[config.mk]
export PLATFORM = sky130hd
export DESIGN_NAME = key_fetch_ctrl_flat
export DESIGN_NICKNAME = d
export VERILOG_FILES = /design/src/rtl/key_fetch_pkg.sv /design/src/rtl/key_fetch_ctrl_if.sv /design/src/rtl/key_req_check.sv /design/src/rtl/key_fetch_ctrl.sv /design/src/flat_wrapper.sv
export SDC_FILE = /design/constraint.sdc
export NUM_CORES = 1
export LEC_CHECK = 0
export BUFFER_PORTS_ARGS = -buffer_cell sky130_fd_sc_hd__buf_2
export CAP_MARGIN = 20
export CORE_MARGIN = 4
export CORE_UTILIZATION = 45
export CTS_CLUSTER_SIZE = 20
export DETAILED_ROUTE_END_ITERATION = 10
export PLACE_DENSITY_LB_ADDON = 0.3
export SLEW_MARGIN = 20
export SYNTH_ARGS = -nofsm -noshare
export SYNTH_HDL_FRONTEND = slang
export SYNTH_SLANG_ARGS = --single-unit
[constraint.sdc]
create_clock -name mclk -period 2.8 [get_ports mclk]
set_clock_uncertainty 0.2 [all_clocks]
set_input_delay 0.28 -clock mclk [delete_from_list [all_inputs] [get_ports mclk]]
set_output_delay 0.28 -clock mclk [all_outputs]
set_load 0.02 [all_outputs]
[src/rtl/key_fetch_pkg.sv]
// key_fetch_pkg: shared FSM encoding, requester IDs and ROM geometry for key_fetch_ctrl
package key_fetch_pkg;
    localparam logic [1:0] ST_IDLE = 2'd0;
    localparam logic [1:0] ST_READ = 2'd1;
    localparam logic [1:0] ST_DATA = 2'd2;
    localparam logic [1:0] ST_ERR  = 2'd3;
    localparam logic REQ_ATT = 1'b0;
    localparam logic REQ_CPU = 1'b1;
    function automatic int key_words(input int mem_size);
        return mem_size / 2;
    endfunction
endpackage

[src/rtl/key_fetch_ctrl_if.sv]
// key_fetch_ctrl_if: request and key-stream handshake bundle between requesters and key_fetch_ctrl
interface key_fetch_ctrl_if #(parameter int ADDR_MSB = 4);
    logic [1:0]        req_valid;
    logic [1:0]        req_ready;
    logic [ADDR_MSB:0] req0_offset;
    logic [ADDR_MSB:0] req1_offset;
    logic [ADDR_MSB:0] req0_len;
    logic [ADDR_MSB:0] req1_len;
    logic [1:0]        key_valid;
    logic [1:0]        key_ready;
    logic              key_last;
    logic [1:0]        key_err;
    logic [15:0]       key_data;
    modport master (
        output req_valid, req0_offset, req1_offset, req0_len, req1_len, key_ready,
        input  req_ready, key_valid, key_last, key_err, key_data
    );
    modport slave (
        input  req_valid, req0_offset, req1_offset, req0_len, req1_len, key_ready,
        output req_ready, key_valid, key_last, key_err, key_data
    );
endinterface

[src/rtl/key_req_check.sv]
// key_req_check: fixed-priority grant plus range/permission check of the granted request
module key_req_check
    import key_fetch_pkg::*;
#(
    parameter int ADDR_MSB  = 4,
    parameter int KEY_WORDS = 10
) (
    input  logic [1:0]        req_valid,
    input  logic [ADDR_MSB:0] req0_offset,
    input  logic [ADDR_MSB:0] req1_offset,
    input  logic [ADDR_MSB:0] req0_len,
    input  logic [ADDR_MSB:0] req1_len,
    input  logic              att_active,
    output logic              grant,
    output logic              grant_idx,
    output logic [ADDR_MSB:0] offset,
    output logic [ADDR_MSB:0] len,
    output logic              reject
);
    localparam logic [ADDR_MSB+1:0] KW = (ADDR_MSB+2)'(KEY_WORDS);
    logic [ADDR_MSB+1:0] sum;
    always_comb begin
        grant     = |req_valid;
        grant_idx = req_valid[0] ? REQ_ATT : REQ_CPU;
        offset    = grant_idx ? req1_offset : req0_offset;
        len       = grant_idx ? req1_len : req0_len;
        // one extra bit so offset+len never wraps back into range
        sum       = {1'b0, offset} + {1'b0, len};
        reject    = (len == '0) || (sum > KW) || (grant_idx == REQ_CPU && !att_active);
    end
endmodule

[src/rtl/key_fetch_ctrl.sv]
// key_fetch_ctrl: arbitrates two requesters onto the key ROM and streams checked key bursts
module key_fetch_ctrl
    import key_fetch_pkg::*;
#(
    parameter int ADDR_MSB = 4,
    parameter int MEM_SIZE = 20
) (
    input  logic              mclk,
    input  logic              reset_n,
    input  logic              att_active,
    key_fetch_ctrl_if.slave   bus,
    output logic [ADDR_MSB:0] rom_addr,
    output logic              rom_cen,
    input  logic [15:0]       rom_dout
);
    localparam int KEY_WORDS = key_words(MEM_SIZE);
    logic [1:0]        state;
    logic              k;
    logic [ADDR_MSB:0] offset;
    logic [ADDR_MSB:0] len;
    logic [ADDR_MSB:0] idx;
    logic              grant;
    logic              grant_idx;
    logic [ADDR_MSB:0] sel_offset;
    logic [ADDR_MSB:0] sel_len;
    logic              reject;
    logic              abort;
    logic              last;
    logic              fire;
    logic [1:0]        valid;

    key_req_check #(.ADDR_MSB(ADDR_MSB), .KEY_WORDS(KEY_WORDS)) u_check (
        .req_valid   (bus.req_valid),
        .req0_offset (bus.req0_offset),
        .req1_offset (bus.req1_offset),
        .req0_len    (bus.req0_len),
        .req1_len    (bus.req1_len),
        .att_active  (att_active),
        .grant       (grant),
        .grant_idx   (grant_idx),
        .offset      (sel_offset),
        .len         (sel_len),
        .reject      (reject)
    );

    always_comb begin
        // CPU access is revoked combinationally the moment the attestation region is left
        abort         = k == REQ_CPU && !att_active && (state == ST_READ || state == ST_DATA);
        last          = idx == len - 1'b1;
        valid         = (state == ST_DATA && !abort) ? 2'b01 << k : 2'b00;
        fire          = |(valid & bus.key_ready);
        bus.req_ready = (state == ST_IDLE && grant) ? 2'b01 << grant_idx : 2'b00;
        bus.key_valid = valid;
        bus.key_last  = |valid && last;
        bus.key_data  = |valid ? rom_dout : 16'h0000;
        bus.key_err   = state == ST_ERR ? 2'b01 << k : 2'b00;
        rom_cen       = !(state == ST_READ && !abort);
        rom_addr      = state == ST_READ ? offset + idx : '0;
    end

    always_ff @(posedge mclk) begin
        if (!reset_n) begin
            state  <= ST_IDLE;
            k      <= REQ_ATT;
            offset <= '0;
            len    <= '0;
            idx    <= '0;
        end else begin
            case (state)
                ST_IDLE: if (grant) begin
                    k      <= grant_idx;
                    offset <= sel_offset;
                    len    <= sel_len;
                    idx    <= '0;
                    state  <= reject ? ST_ERR : ST_READ;
                end
                ST_READ: state <= abort ? ST_ERR : ST_DATA;
                ST_DATA: if (abort) begin
                    state <= ST_ERR;
                end else if (fire) begin
                    state <= last ? ST_IDLE : ST_READ;
                    idx   <= idx + 1'b1;
                end
                default: state <= ST_IDLE;
            endcase
        end
    end
endmodule

[src/flat_wrapper.sv]
// flat-port wrapper written by rule: the top's interface ports become plain ports
module key_fetch_ctrl_flat import key_fetch_pkg::*;
#(
    parameter int ADDR_MSB = 4,
    parameter int MEM_SIZE = 20
)
  (mclk, reset_n, att_active, rom_addr, rom_cen, rom_dout, bus_req_valid, bus_req0_offset, bus_req1_offset, bus_req0_len, bus_req1_len, bus_key_ready, bus_req_ready, bus_key_valid, bus_key_last, bus_key_err, bus_key_data);
  key_fetch_ctrl_if #(.ADDR_MSB(ADDR_MSB)) bus_i ();
  input  logic mclk;
  input  logic reset_n;
  input  logic att_active;
  output logic [ADDR_MSB:0] rom_addr;
  output logic rom_cen;
  input  logic [15:0] rom_dout;
  input wire logic [$bits(bus_i.req_valid)-1:0] bus_req_valid;
  input wire logic [$bits(bus_i.req0_offset)-1:0] bus_req0_offset;
  input wire logic [$bits(bus_i.req1_offset)-1:0] bus_req1_offset;
  input wire logic [$bits(bus_i.req0_len)-1:0] bus_req0_len;
  input wire logic [$bits(bus_i.req1_len)-1:0] bus_req1_len;
  input wire logic [$bits(bus_i.key_ready)-1:0] bus_key_ready;
  output wire logic [$bits(bus_i.req_ready)-1:0] bus_req_ready;
  output wire logic [$bits(bus_i.key_valid)-1:0] bus_key_valid;
  output wire logic [$bits(bus_i.key_last)-1:0] bus_key_last;
  output wire logic [$bits(bus_i.key_err)-1:0] bus_key_err;
  output wire logic [$bits(bus_i.key_data)-1:0] bus_key_data;
  assign bus_i.req_valid = bus_req_valid;
  assign bus_i.req0_offset = bus_req0_offset;
  assign bus_i.req1_offset = bus_req1_offset;
  assign bus_i.req0_len = bus_req0_len;
  assign bus_i.req1_len = bus_req1_len;
  assign bus_i.key_ready = bus_key_ready;
  assign bus_req_ready = bus_i.req_ready;
  assign bus_key_valid = bus_i.key_valid;
  assign bus_key_last = bus_i.key_last;
  assign bus_key_err = bus_i.key_err;
  assign bus_key_data = bus_i.key_data;
  key_fetch_ctrl #(.ADDR_MSB(ADDR_MSB), .MEM_SIZE(MEM_SIZE)) u_core (.mclk(mclk), .reset_n(reset_n), .att_active(att_active), .bus(bus_i), .rom_addr(rom_addr), .rom_cen(rom_cen), .rom_dout(rom_dout));
endmodule
# ---- Word level (Yosys, flattened, before mapping)
# Cells that the tools add are included.
dict set report word_totals {
  rom_bits 0
  memories 0
  output_inout_bits 29
  elab_cells 62
  ram_bits 0
  register_bits 18
  latch_bits 0
  inputBits 43
}
dict set report op_classes {
  mul 0
  eq_ne 8
  bitwise_logic 1
  mux 19
  div_mod_pow 0
  n_addsub 4
  magnitude_cmp 1
  n_shift 2
  reduce_logical 22
}
# cell n
set op_table {}
lappend op_table {{2-to-1 mux 5 bit} 6}
lappend op_table {{2-to-1 mux 16 bit} 1}
lappend op_table {{2-to-1 mux 2 bit} 7}
lappend op_table {{one-hot mux 5 bit (2 select lines)} 1}
lappend op_table {{logical AND 1 bit} 7}
lappend op_table {{adder 5 x 5 -> 6 bit} 1}
lappend op_table {{> comparator 6 x 4 -> 1 bit, second input constant} 1}
lappend op_table {{one-hot mux 2 bit (3 select lines)} 1}
lappend op_table {{OR reduction 2 bit} 3}
lappend op_table {{adder 5 x 1 -> 5 bit, second input constant} 1}
lappend op_table {{adder 5 bit} 1}
lappend op_table {{== test 5 bit} 1}
lappend op_table {{zero test 5 bit} 1}
lappend op_table {{subtractor 5 x 1 -> 5 bit, second input constant} 1}
lappend op_table {{== test 2 bit, second input constant} 2}
lappend op_table {{inequality test 2 x 1 -> 1 bit, second input constant} 2}
lappend op_table {{AND reduction 2 bit} 2}
lappend op_table {{AND reduction 4 bit} 1}
lappend op_table {{left shift 1 x 1 -> 2 bit, first input constant} 2}
lappend op_table {{zero test 1 bit} 3}
lappend op_table {{logical OR 1 bit} 3}
lappend op_table {{2-to-1 mux 1 bit} 3}
lappend op_table {{inequality test 3 x 1 -> 1 bit, second input constant} 1}
lappend op_table {{bitwise AND 2 bit} 1}
lappend op_table {{4 further kinds} 4}

# ---- Logic depth before layout (Yosys ltp)
dict set report depth {
  depth_word 11
  ltp_mapped 11
  depth_no_buf 9
}

# ---- Modules after synthesis
# Synthesis repeated with hierarchy kept, for this count alone.
dict set report unflattened {
  cells_unflattened 212
  hier_area_um2 1684.1
}
# module seq_area_each_um2 cells_per_inst instances area_per_inst_um2
set by_module_without_submodules {}
lappend by_module_without_submodules {key_fetch_ctrl 360.3 168 1 1335.0}
lappend by_module_without_submodules {key_req_check 0.0 44 1 349.1}

# ---- Worst setup path before layout
# OpenSTA, ideal clock, no wires.
dict set report synth_path {
  path_kind {in2reg}
  startpoint {input port bus_req_valid[0]}
  endpoint {register u_core.state[1]}
  required_time_ns 2.463
  path_buffers 2
  path_slack_ns 0.318
  arrival_time_ns 2.145
  stages 10
  cell_sequence {buf_6 buf_2 mux2i_1 inv_1 ha_1 a211o_1 o21ai_2 xnor2_1 a2111oi_1 o22ai_1}
}
dict set report synth_between {
  elab_chain_len 8
}
# element line_no
set synth_lines {}
lappend synth_lines {{start: declaration} flat_wrapper.sv:15} ;# input wire logic [$bits(bus_i.req_valid)-1:0] bus_req_valid;
lappend synth_lines {{2-to-1 mux 5 bit} key_req_check.sv:25} ;# offset = grant_idx ? req1_offset : req0_offset;
lappend synth_lines {{net u_core.sel_offset[1]} key_fetch_ctrl.sv:24} ;# logic [ADDR_MSB:0] sel_offset;
lappend synth_lines {{adder 5 x 5 -> 6 bit} key_req_check.sv:28} ;# sum = {1'b0, offset} + {1'b0, len};
lappend synth_lines {{> comparator 6 x 4 -> 1 bit} key_req_check.sv:29} ;# reject = (len == '0) || (sum > KW) || (grant_idx == REQ_CPU && !att_active);
lappend synth_lines {{logical OR 1 bit (2 in series)} key_req_check.sv:29}
lappend synth_lines {{2-to-1 mux 2 bit} key_fetch_ctrl.sv:75} ;# state <= reject ? ST_ERR : ST_READ;
lappend synth_lines {{2-to-1 mux 2 bit} key_fetch_ctrl.sv:70} ;# ST_IDLE: if (grant) begin
lappend synth_lines {{one-hot mux 2 bit (3 select lines)} key_fetch_ctrl.sv:69} ;# case (state)
lappend synth_lines {{end signal: assignment} key_fetch_ctrl.sv:75}
lappend synth_lines {{end signal: assignment} key_fetch_ctrl.sv:77} ;# ST_READ: state <= abort ? ST_ERR : ST_DATA;
lappend synth_lines {{end signal: assignment} key_fetch_ctrl.sv:81} ;# state <= last ? ST_IDLE : ST_READ;
lappend synth_lines {{end: declaration} key_fetch_ctrl.sv:17} ;# logic [1:0] state;
# The timed path passes the listed nets, and every way through them passes these cells. The select of a mux whose other input is x is not followed.
# A chain may end at the register's enable or synchronous reset.

# ---- Worst setup path after layout
dict set report layout_path {
  startpoint {register u_core.state[1]}
  endpoint {output port bus_key_last}
}
dict set report layout_between {
  elab_chain_len 8
}
# element line_no
set layout_lines {}
lappend layout_lines {{== test 2 x 1 -> 1 bit / == test 2 bit (equally long branches)} {key_fetch_ctrl.sv:48, key_fetch_ctrl.sv:50}}
lappend layout_lines {{logical OR 1 bit} key_fetch_ctrl.sv:48} ;# abort = k == REQ_CPU && !att_active && (state == ST_READ || state == ST_DATA);
lappend layout_lines {{logical AND 1 bit} key_fetch_ctrl.sv:48}
lappend layout_lines {{zero test 1 bit} key_fetch_ctrl.sv:50} ;# valid = (state == ST_DATA && !abort) ? 2'b01 << k : 2'b00;
lappend layout_lines {{logical AND 1 bit (*)} key_fetch_ctrl.sv:50}
lappend layout_lines {{2-to-1 mux 2 bit (*)} key_fetch_ctrl.sv:50}
lappend layout_lines {{OR reduction 2 bit (*)} key_fetch_ctrl.sv:54} ;# bus.key_last = |valid && last;
lappend layout_lines {{logical AND 1 bit (*)} key_fetch_ctrl.sv:54}
lappend layout_lines {{end: declaration} flat_wrapper.sv:23} ;# output wire logic [$bits(bus_i.key_last)-1:0] bus_key_last;
# Mark *: on every way between the ends. The rest lies on a longest branch, timed or not.

==> reports/qor.txt <==
Status: complete, no violations
Worst Path Required: 2.32 ns
Post-CTS Setup Bufs: 0
FFs w/ async S/R, synth: 0%
Endpoints failing hold: 0
Initial antenna violation count: 0
Static Leak: 1.115 nW
GRT Total Usage: 16.91%
Max-cap violations: 0
Resize count post-CTS: 0
Crit-path max FO: 17
CTS max path bufs: 2
Flop pwr share: 25.2%
Comb power frac: 60.5%
Number of H-tree levels: 1
Setup slack, reg-to-reg: 0.62 ns
Syn Std Cell Area: 0.001678 mm²
Count of flip-flops with a built-in enable after synthesis: 0
Top area cells in the synthesized netlist: dfxtp_1, ha_1, and2_1
Clock latency on the worst-skew pair: 0.25 ns
Clk slew on worst S/H paths: 0.07 ns
Wirelength, routed: 4170 µm
PwrDens: 711.7 mW/mm²
Die Footprint: 0.004769 mm²
RSZ-0062 raised after global routing: no
RD Place Congestion: 0.8681
Clock Root Buffer: clkbuf_8
CP endpoint kind: output pin
Type of the tightest min-delay check: in2reg
Most numerous cell in the Yosys netlist: and2_1
Final Worst Setup Slack: 0.2527 ns
Clk network pwr share: 14.3%
DP Area: 0.002074 mm²
Net switching power: 677.8 µW
N_diodes: 0
Worst hold slack: 0.1171 ns
Die Wd: 69.06 µm
Total CTS buffers: 3
Initial DRC count: 57
Synth cell types: 44
First-pass GRT wire length: 6879 µm
Die height: 69.06 µm
Area share of the largest cell type after synthesis: 21.48%
Wire per inst: 13.11 µm
Setup crit start kind: register
Vias in the first global route: 1487
Cell taking the most area after synthesis: dfxtp_1
Syn nets: 262
Port bufs: 71
Largest net degree at the start of global routing: 18
Post-DP HPWL: 3467 µm
Share of cells above drive strength 1: 34.56%
Total gr overflow: 0
Dominant synthesized flop cell: dfxtp_1
Routed Antenna Nets: 0
Via count: 1638
Final-report max-slew violation count: 0
Setup_tns: 0 ns
Vias per cell: 5.151
Worst-Margin Slew: 0.5297 ns
Cts hold-fix bufs: 0
Final setup fails: 0
Top-Level Pins: 72
FP Rows: 21
FF+latch count, synth: 18
F_max: 392.6 MHz
Arr. time, crit path: 2.07 ns
Finished Cell Area: 0.002130 mm²
Setup CP Type: reg2out
Core Area: 0.003468 mm²
Max IR drop VDD: 0.0003899 V
Internal: 837.8 µW
Nets@finish: 334
Sw Share: 44.72%
Placement Setup Slack: 0.1838 ns
# DRC: 0
Synth Area per Inst: 8.348 µm²
Final Cycle Share: 90.97%
Post-synthesis sequential area ratio: 21.48%
P&R area growth vs syn: 26.92%
Drt first pass iters: 4
Syn Inst Count: 201
Post-synth top cells: and2_1, nor2_1, dfxtp_1, ha_1, inv_1
YS warnings: 0
Final core utilization: 61.40%
Clock sinks: 18
CTS tree: yes
Tmin final: 2.547 ns
Relative slew slack: 64.65%
Initial core utilization: 48.38%
-- per-stage QoR --
step / total power [mW] / std cells
5_1_grt: 1.641 / 318
2_1_floorplan: 1.076 / 201
6_report: 1.516 / 318
3_3_place_gp: 1.295 / 314
4_1_cts: 1.532 / 318
3_5_place_dp: 1.310 / 314
-- metal layers --
layer	vias to the layer above	track usage [%]	part of all wire [%]
met5	-	0	0
met1	738	20.62	44
li1	842	-	-
met3	2	4.506	8.2
met4	0	3.254	0.55
met2	56	29.77	48
-- layout by cell type, fill, tap and decap left out, types with 3 or more instances in the layout --
master | synthesis | layout
buf_2 | 4 | 71
and2_1 | 23 | 23
nor2_1 | 19 | 19
dfxtp_1 | 18 | 18
ha_1 | 16 | 16
inv_1 | 11 | 11
mux2i_1 | 10 | 10
a21oi_1 | 10 | 10
mux2_2 | 9 | 9
o21ai_0 | 8 | 8
nand2_1 | 7 | 7
xor2_1 | 6 | 6
nor2b_1 | 5 | 5
xnor2_1 | 5 | 5
nor3_1 | 5 | 5
nand3_1 | 5 | 5
a31oi_1 | 4 | 4
clkbuf_8 | 0 | 4
nand2b_1 | 3 | 3
buf_4 | 0 | 3
-- worst paths after layout --
kind	start	to	depth (start not counted)
max reg2reg	u_core.state[0]	u_core.state[1]	7
min reg2reg	u_core.offset[3]	u_core.offset[3]	2
max	u_core.state[1]	bus_key_last	4
min	reset_n	u_core.idx[4]	3
-- state kept, by name, indices dropped and copies added (netlist names) --
name / count
u_core.state: 2
u_core.len: 5
u_core.offset: 5
u_core.idx: 5
u_core.k: 1
-- layout make-up --
class | count | area (µm²)
fill | 342 | 1339
clock buffer | 4 | 55.05
inverter | 11 | 41.29
sequential | 18 | 360.3
tap | 46 | 57.56
timing repair buffer | 74 | 377.9
multi-input combinational | 165 | 1237
-- cells by family after synthesis --
| logic type | count (synthesis) | share of synthesized area, % |
|---|---|---|
| compound gates | 37 | 14.99 |
| mux | 20 | 12.90 |
| xor+xnor | 11 | 5.742 |
| simple gates | 79 | 25.80 |
| fa+ha+maj | 18 | 14.32 |
| flops | 18 | 21.48 |
| buf+inv | 18 | 4.773 |
-- power groups by stage --
stage | Sequential (mW) | Combinational [mW] | Clock (mW)
final | 0.382 | 0.917 | 0.216
after global routing | 0.391 | 1.02 | 0.228
after CTS | 0.382 | 0.926 | 0.224
after detailed placement | 0.388 | 0.922 | 0
after global placement | 0.387 | 0.909 | 0
after floorplan | 0.366 | 0.710 | 0
-- worst max-delay path, stage by stage, from the launching register on --
cell	delay (ns)
dfxtp_1	0.43
ha_1	0.52
and2b_1	0.41
nor4b_1	0.25
buf_2	0.21
(Power assumes the default switching activity.)
